File: config.mk
export PLATFORM = sky130hd
export DESIGN_NAME = abz_home_ctrl
export DESIGN_NICKNAME = d
export VERILOG_FILES = /design/src/rtl/abz_home_ctrl.sv
export SDC_FILE = /design/constraint.sdc
export NUM_CORES = 1
export LEC_CHECK = 0
export CAP_MARGIN = 20
export CELL_PAD_IN_SITES_DETAIL_PLACEMENT = 1
export CELL_PAD_IN_SITES_GLOBAL_PLACEMENT = 1
export CORE_MARGIN = 4
export CORE_UTILIZATION = 37
export DETAILED_ROUTE_END_ITERATION = 8
export GPL_ROUTABILITY_DRIVEN = 0
export PLACE_DENSITY_LB_ADDON = 0.1
export SYNTH_ARGS = -nofsm -noshare
export SYNTH_HDL_FRONTEND = slang
export SYNTH_SLANG_ARGS = --single-unit
File: constraint.sdc
create_clock -name CLK -period 2.1 [get_ports CLK]
set_input_delay 0.42 -clock CLK [delete_from_list [all_inputs] [get_ports CLK]]
set_output_delay 0.42 -clock CLK [all_outputs]
set_load 0.01 [all_outputs]
File: src/rtl/abz_home_ctrl.sv
// Homing sequencer and velocity sampler for the ABZ quadrature detector.
// Optional seek retry is enabled by defining ABZ_HOME_RETRY_EN.
module abz_home_ctrl #(
  parameter int unsigned              BIT_LENGTH    = 12,
  parameter int unsigned              TMO_WIDTH     = 24,
  parameter logic [TMO_WIDTH-1:0]     SEEK_TIMEOUT  = 24'd1000000,
  parameter int unsigned              SETTLE_CYCLES = 6,
  parameter int unsigned              SAMPLE_PERIOD = 1000,
  parameter int unsigned              MAX_RETRY     = 3
) (
  input  logic                  CLK,
  input  logic                  ARSTN,
  input  logic                  START_IN,
  input  logic                  ABORT_IN,
  input  logic                  Z_IN,
  input  logic [BIT_LENGTH-1:0] CFG_INIT_COUNT,
  input  logic [BIT_LENGTH-1:0] LATCHED_CNT_IN,
  output logic                  EN_INIT_OUT,
  output logic [BIT_LENGTH-1:0] INIT_COUNT_OUT,
  output logic                  EN_OUTPUT_OUT,
  output logic [BIT_LENGTH-1:0] VEL_OUT,
  output logic                  VEL_VALID,
  output logic                  HOMED,
  output logic                  BUSY,
  output logic                  FAULT_OUT
);

  localparam int unsigned StW = $clog2(SETTLE_CYCLES + 1);
  localparam int unsigned SpW = $clog2(SAMPLE_PERIOD);
  localparam logic [TMO_WIDTH-1:0] TmoLast    = SEEK_TIMEOUT - TMO_WIDTH'(1);
  localparam logic [StW-1:0]       SettleLast = StW'(SETTLE_CYCLES - 1);
  localparam logic [SpW-1:0]       SampLast   = SpW'(SAMPLE_PERIOD - 1);

  typedef enum logic [2:0] {StIdle, StInit, StSeek, StSettle, StRun, StFault} state_e;

  state_e                state_q, state_d;
  logic                  start_q;
  logic                  z_s1_q, z_s2_q, z_d_q;
  logic                  z_rise, start_rise, enter_init, run_stay;
  logic                  init_ph_q, init_ph_d;
  logic [TMO_WIDTH-1:0]  tmo_q, tmo_d;
  logic [StW-1:0]        settle_q, settle_d;
  logic [SpW-1:0]        samp_q, samp_d;
  logic                  en_init_q, en_init_d;
  logic                  en_out_q, en_out_d;
  logic [BIT_LENGTH-1:0] init_cnt_q, init_cnt_d;
  logic                  cap_pend_q, cap_pend_d;
  logic                  seeded_q, seeded_d;
  logic [BIT_LENGTH-1:0] prev_q, prev_d;
  logic [BIT_LENGTH-1:0] vel_q, vel_d;
  logic                  vel_valid_q, vel_valid_d;
  logic                  homed_q, busy_q, fault_q;

`ifdef ABZ_HOME_RETRY_EN
  localparam int unsigned RW = $clog2(MAX_RETRY + 1);
  logic [RW-1:0] retry_q, retry_d;
`endif

  assign z_rise     = z_s2_q & ~z_d_q;
  assign start_rise = START_IN & ~start_q;

  always_comb begin
    state_d     = state_q;
    init_ph_d   = init_ph_q;
    tmo_d       = tmo_q;
    settle_d    = settle_q;
    samp_d      = samp_q;
    en_init_d   = en_init_q;
    en_out_d    = 1'b0;
    init_cnt_d  = init_cnt_q;
    enter_init  = 1'b0;
`ifdef ABZ_HOME_RETRY_EN
    retry_d     = retry_q;
    if (state_q == StIdle) retry_d = '0;
`endif

    if (ABORT_IN) begin
      state_d   = StIdle;
      en_init_d = 1'b0;
`ifdef ABZ_HOME_RETRY_EN
      retry_d   = '0;
`endif
    end else if (start_rise) begin
      enter_init = 1'b1;
`ifdef ABZ_HOME_RETRY_EN
      retry_d    = '0;
`endif
    end else begin
      case (state_q)
        StIdle: ;
        StInit: begin
          // Two-cycle init enable: phase 0 then phase 1, then hand over to SEEK.
          if (init_ph_q) begin
            state_d   = StSeek;
            en_init_d = 1'b0;
            tmo_d     = '0;
          end else begin
            init_ph_d = 1'b1;
          end
        end
        StSeek: begin
          if (z_rise) begin
            state_d  = StSettle;
            settle_d = '0;
          end else if (tmo_q == TmoLast) begin
`ifdef ABZ_HOME_RETRY_EN
            if (retry_q < RW'(MAX_RETRY - 1)) begin
              retry_d    = retry_q + RW'(1);
              enter_init = 1'b1;
            end else begin
              state_d = StFault;
            end
`else
            state_d = StFault;
`endif
          end else begin
            tmo_d = tmo_q + TMO_WIDTH'(1);
          end
        end
        StSettle: begin
          if (settle_q == SettleLast) begin
            state_d = StRun;
            samp_d  = '0;
          end else begin
            settle_d = settle_q + StW'(1);
          end
        end
        StRun: begin
          if (samp_q == SampLast) begin
            samp_d   = '0;
            en_out_d = 1'b1;
          end else begin
            samp_d = samp_q + SpW'(1);
          end
        end
        StFault: ;
        default: state_d = StIdle;
      endcase
    end

    if (enter_init) begin
      state_d    = StInit;
      init_ph_d  = 1'b0;
      en_init_d  = 1'b1;
      init_cnt_d = CFG_INIT_COUNT;
      tmo_d      = '0;
    end
  end

  // Velocity pipeline: strobe in t, capture at end of t+1, valid in t+2.
  assign run_stay = (state_q == StRun) && (state_d == StRun);

  always_comb begin
    cap_pend_d  = en_out_q & run_stay;
    seeded_d    = seeded_q;
    prev_d      = prev_q;
    vel_d       = vel_q;
    vel_valid_d = 1'b0;
    if (!run_stay) begin
      seeded_d = 1'b0;
    end else if (cap_pend_q) begin
      prev_d   = LATCHED_CNT_IN;
      seeded_d = 1'b1;
      if (seeded_q) begin
        vel_d       = LATCHED_CNT_IN - prev_q;
        vel_valid_d = 1'b1;
      end
    end
    if (state_d == StIdle) vel_d = '0;
  end

  always_ff @(posedge CLK) begin
    if (!ARSTN) begin
      state_q     <= StIdle;
      start_q     <= 1'b0;
      z_s1_q      <= 1'b0;
      z_s2_q      <= 1'b0;
      z_d_q       <= 1'b0;
      init_ph_q   <= 1'b0;
      tmo_q       <= '0;
      settle_q    <= '0;
      samp_q      <= '0;
      en_init_q   <= 1'b0;
      en_out_q    <= 1'b0;
      init_cnt_q  <= '0;
      cap_pend_q  <= 1'b0;
      seeded_q    <= 1'b0;
      prev_q      <= '0;
      vel_q       <= '0;
      vel_valid_q <= 1'b0;
      homed_q     <= 1'b0;
      busy_q      <= 1'b0;
      fault_q     <= 1'b0;
    end else begin
      state_q     <= state_d;
      start_q     <= START_IN;
      z_s1_q      <= Z_IN;
      z_s2_q      <= z_s1_q;
      z_d_q       <= z_s2_q;
      init_ph_q   <= init_ph_d;
      tmo_q       <= tmo_d;
      settle_q    <= settle_d;
      samp_q      <= samp_d;
      en_init_q   <= en_init_d;
      en_out_q    <= en_out_d;
      init_cnt_q  <= init_cnt_d;
      cap_pend_q  <= cap_pend_d;
      seeded_q    <= seeded_d;
      prev_q      <= prev_d;
      vel_q       <= vel_d;
      vel_valid_q <= vel_valid_d;
      homed_q     <= (state_d == StRun);
      busy_q      <= (state_d == StInit) || (state_d == StSeek) || (state_d == StSettle);
      fault_q     <= (state_d == StFault);
    end
  end

`ifdef ABZ_HOME_RETRY_EN
  always_ff @(posedge CLK) begin
    if (!ARSTN) retry_q <= '0;
    else        retry_q <= retry_d;
  end
`endif

  assign EN_INIT_OUT    = en_init_q;
  assign INIT_COUNT_OUT = init_cnt_q;
  assign EN_OUTPUT_OUT  = en_out_q;
  assign VEL_OUT        = vel_q;
  assign VEL_VALID      = vel_valid_q;
  assign HOMED          = homed_q;
  assign BUSY           = busy_q;
  assign FAULT_OUT      = fault_q;

endmodule

; After elaboration in Yosys (flattened, before gate mapping)
; Index checks and enable logic that the tools add are counted.
[op_classes]
n_addsub = 4
eq_ne = 20
n_mux = 27
bitwise_logic = 9
reduce_logical = 23
[op_table]
columns = cell, count
row1 = $mux W24, 3
row2 = $pmux W24 S2, 1
row3 = $mux W3, 9
row4 = $add A24 B1 Y24 const B, 1
row5 = $eq A24 B20 Y1 const B, 1
row6 = $mux W10, 2
row7 = $pmux W10 S2, 1
row8 = $eq A3 B3 Y1 const B, 5
row9 = $eq A3 B2 Y1 const B, 4
row10 = $ne A2 B2 Y1 const B, 6
row11 = $pmux W3 S4, 1
row12 = $reduce_and A3 Y1, 4
row13 = $sub A12 B12 Y12, 1
row14 = $add A10 B1 Y10 const B, 1
row15 = $eq A10 B10 Y1 const B, 1
row16 = $mux W1, 9
row17 = $eq A3 B1 Y1 const B, 2
row18 = $logic_not A3 Y1, 2
row19 = $not A1 Y1, 6
row20 = $pmux W3 S2, 1
row21 = $reduce_and A6 Y1, 1
row22 = $reduce_bool A2 Y1, 3
row23 = $reduce_bool A3 Y1, 2
row24 = $reduce_and A5 Y1, 1
row25 = 10 further kinds, 15
[totals]
register_bits = 89
in_bits = 29
output_inout_bits = 30
word_cells = 103

; Depth between registers and ports, before layout
[depth]
ltp_word = 10
mapped_depth = 9

; Worst setup path after synthesis
; No wires, ideal clock.
[synth_timing]
path_kind = input to register
start = in LATCHED_CNT_IN[0]
end = reg vel_q[10], in the netlist VEL_OUT[10]
arrival_time_ns = 2.099
slack_ns = -0.061
path_stages = 9
path_buffers = 0
path_cell_list = inv_1 ha_1 fa_1 nand2b_1 a21o_1 a21oi_1 a31oi_1 or4_1 nand3_1
[synth_via]
elab_chain_cells = 1
[synth_rtl]
columns = element, line_no
row1 = from (decl), 17  ; input logic [BIT_LENGTH-1:0] LATCHED_CNT_IN,
row2 = $sub A12 B12 Y12, 165  ; vel_d = LATCHED_CNT_IN - prev_q;
row3 = to (signal assigned), 210  ; vel_q <= vel_d;
row4 = to (decl), 50  ; logic [BIT_LENGTH-1:0] vel_q, vel_d;
; Every way passes these cells.
; A chain may end at the register's enable or synchronous reset.

; Worst setup path in the final report
[layout_timing]
start = in LATCHED_CNT_IN[2]
end = reg vel_q[10], in the netlist VEL_OUT[10]
; The elaborated chain is that of the path after synthesis.

==> metrics list <==
- Static leakage power: 2.33 nW
- Clock-pin slew on the worst setup and hold paths: around 0.070 ns
* Clock latency of the later-clocked register in the worst-skew pair: between 0.3 and 0.4 ns
- Together, buffers and inverters on the worst path number 2.
- The signal on the critical path passes through clkdlybuf4s50_1 -> ha_1 -> buf_4 -> nand2b_4 -> a21o_1 -> a21oi_2 -> a31oi_2 -> or4_4 -> nand3_2.
* Min Clock Period, post-route: between 2 and 2.5 ns
* Utilization after layout: a little under three fifths
- DRC violations left: 0
* Antenna violations before repair: 0
- Met2 capacity usage during global routing: 36.9%
- The number of hold-slack violations in the final timing report was 0.
- In this design, the stage delay of the slowest critical-path cell is 0.44 ns.
- Counting every instance in the synthesized netlist gives 550.
- Overall die area: between 10000 and 15000 um2
* Via-to-Cell Ratio: around 5.3
- Share of synthesized flip-flops with an asynchronous set or reset: 0%
* Maximum number of pins on one net before global-route repair: 19
- The clock passes through at most 2 buffers.
- The number of pins exceeding their max-slew limit in the final report came to 0.
- The worst setup path is launched from a primary input.
- In this run the number of H-tree levels came out at 3.
- For this block, the routed nets add up to ~14000 um of wire.
* Max IR drop VDD: roughly 0.40 mV
* Fraction of the cycle the final worst path needs: 101%
* Wire length per cell: 16.5 um
- Areal power density over the cells: about 630 nW/um2
- Yosys mapped a number of flops with a built-in enable equal to 0.
* Setup repair after global routing missed its margin: true
- Outcome: finished, violations left
- The floorplan step set the die height to 117 um.
* First-pass DRT Iterations: 4
* Number of storage elements in the synthesis netlist: 89
- STA classifies the critical path endpoint as a flop.
* Clock tree from TritonCTS: built
* Largest area contributor in the netlist: sky130_fd_sc_hd__dfxtp_1
- Transition at the pin with the smallest max-transition slack: around 0.47 ns
- The tree is rooted in a sky130_fd_sc_hd__clkbuf_16.
* Worst Setup Path Type: primary input to flop
- Most common cell after layout, fill and taps aside: sky130_fd_sc_hd__buf_4
- Static timing analysis puts the maximum clock frequency at 0.471 GHz.
* First-pass GRT wire length: approximately 23000 um
* Hold WS: approximately 0.44 ns
- Cell family with most CP delay: buffers and inverters
- Clock tree synthesis found a total of 89 sinks.
- The top cell types in the final layout, fill and taps aside, are sky130_fd_sc_hd__buf_4 (87), sky130_fd_sc_hd__dfxtp_1 (84), sky130_fd_sc_hd__nand2_1 (70).
* GRT Total Usage: 21.2%
* Critical path peak fanout: 4
- For this configuration, the core starts out at a cell density of 38.0%.
- After the last flow step, the layout net total stands at between 700 and 800.
* Total via count after detailed routing: roughly 4400
- Headroom to the max-slew limit came out at between 60% and 70%.
- The number of nets handed over by synthesis was ~600.
* Setup clock skew after layout: about 0.0063 ns
- Sum of negative setup slack: -0.0316 ns
* Endpoints failing setup: 2
* Critical path data arrival time: between 2 and 2.5 ns
- For the worst setup path, the data required time is approximately 2.4 ns.
- Post-synth design cell area: between 4000 and 5000 um2
- Area added between synthesis and finish: 45.0%
- For this design, the CTS-stage hold fixing added 0 buffers.
- In this run, placement finished with an instance count of 812.
* Total inserted antenna cells: 0
- Buffers inserted during clock tree synthesis total 9.
- For this design the top-level I/O count stands at slightly below 60.
- Floorplan row count: 39
- Synth cell types: 53
- Most common flop cell mapped by yosys: sky130_fd_sc_hd__dfxtp_1
* Met3 GRT Util: roughly 3.1%
- Area share of the largest cell type after synthesis: about two fifths
- Cells with a size suffix above 1 make up approximately 22% of the layout.
* Min-Delay Path Class: flop to flop
- The detail route stage leaves a number of antenna-violating nets equal to 0.
* Iteration-0 DRC count of the detailed router: around 180
- After floorplanning, the core was sized to cover ~12000 um2.
- Worst setup margin: -0.0224 ns
- Fillers: 1380
* Met1 usage in global routing: a little over a quarter
* Top cells by area in the synthesized netlist: sky130_fd_sc_hd__dfxtp_1 (41%), sky130_fd_sc_hd__nand2_1 (6.0%), sky130_fd_sc_hd__a21oi_1 (5.7%), sky130_fd_sc_hd__xnor2_1 (5.4%), sky130_fd_sc_hd__nor2_1 (5.1%)
- Across the run, the number of max-cap violations was 0.
* Post-detail-place hpwl: roughly 10000 um
* Syn avg cell area: 7.95 um2
- During synthesis, Yosys emitted a total of 0 warnings.
- Sequential fraction of the synthesis area: 40.8%
- Slowest library cell on the worst path: sky130_fd_sc_hd__clkdlybuf4s50_1
- Die outline width: between 100 and 150 um
- Total of buffers placed on input and output ports: 58
- Leaving out filler cells and counting taps, the final layout contains 834.
* Final global-route overflow total: 0
- The checks that failed: negative setup slack.
- GRT Max-Usage Layer: met2
* Number of global-route vias before repair: approximately 4700
-- timing repair --
item                                    4_1_cts  5_1_grt
endpoints found under the setup margin       27       37
gates cloned                                  2        0
pin swaps                                    15       13
resized for setup                            30       26
setup buffers                                 5        1
-- metal layers --
metal,wire length (um),up-vias
met3,340,14
met2,7000,60
met4,226,0
li1,-,2174
met5,0,-
met1,6180,2180
-- report_power, final --
part / leakage [nW] / switching (W) / internal (W)
logic: 1.44 / 0.000183 / 0.000199
registers: 0.722 / 0.00000894 / 0.00170
clock network: 0.172 / 0.000690 / 0.00123
total: 2.33 / 0.000882 / 0.00313
-- metrics by stage --
stage | setup WS [ns] | area, um2 | total power (W)
floorplan | 0.0256 | 4390 | 0.00189
global placement | -0.535 | 5710 | 0.00210
detailed placement | -0.599 | 5710 | 0.00211
CTS | -0.0841 | 6230 | 0.00404
global route | -0.0994 | 6340 | 0.00418
finish | -0.0224 | 6340 | 0.00401
-- registers in the layout, indices dropped and copies added (netlist names) --
register and count:
z_d_q 1, EN_INIT_OUT 1, z_s1_q 1, cap_pend_q 1, EN_OUTPUT_OUT 1, FAULT_OUT 1, seeded_q 1, state_q 3
tmo_q 24, VEL_VALID 1, start_q 1, z_s2_q 1, init_ph_q 1, HOMED 1, VEL_OUT 12, samp_q 10
INIT_COUNT_OUT 12, BUSY 1, prev_q 12, settle_q 3
-- cells by family (layout without fill, tap and decap cells) --
group / after synthesis / count (layout) / synth area share [%]
adders and majority gates: 16 / 16 / 4.75
buffers and inverters: 52 / 193 / 4.78
AOI/OAI and AO/OA: 103 / 103 / 14.3
and+or+nand+nor: 261 / 261 / 29.6
xor gates and xnor gates: 29 / 29 / 5.81
DFF: 89 / 89 / 40.8
-- cells in the mapped netlist (all sizes together) (2+ instances only) --
master   number
dfxtp        89
nand2        70
and3          7
xor2          2
nand4        11
a31oi         2
or3           9
or4           3
buf          10
and2          7
nor3b         3
o21a          5
a21oi        50
a21o          6
nor2b         5
a211oi        6
o21ai        17
inv          26
o2111ai       3
nand3        35
nand2b        7
a311oi        3
nand3b        5
nor4          8
clkbuf       16
nor3         27
xnor2        27
or3b          2
nor2         59
ha           15
-- layout make-up --
type | instances | area [um2] | area share (%)
Clock buffer | 11 | 253 | 3.99
Clock inverter | 4 | 98.8 | 1.56
Inverter | 26 | 97.6 | 1.54
Multi-Input combinational cell | 409 | 2570 | 40.5
Sequential cell | 89 | 1790 | 28.2
Tap cell | 143 | 179 | 2.82
Timing Repair Buffer | 152 | 1350 | 21.3
-- final timing paths --
path	slack (ns)	from	depth (start not counted)	end
worst max-delay path	-0.02	LATCHED_CNT_IN[2]	9	VEL_OUT[10]
worst min-delay path	0.44	z_s1_q	1	z_s2_q
worst min register to register	0.44	z_s1_q	1	z_s2_q
worst max register to register	-0.01	tmo_q[21]	7	tmo_q[18]
(Power assumes the default switching activity.)
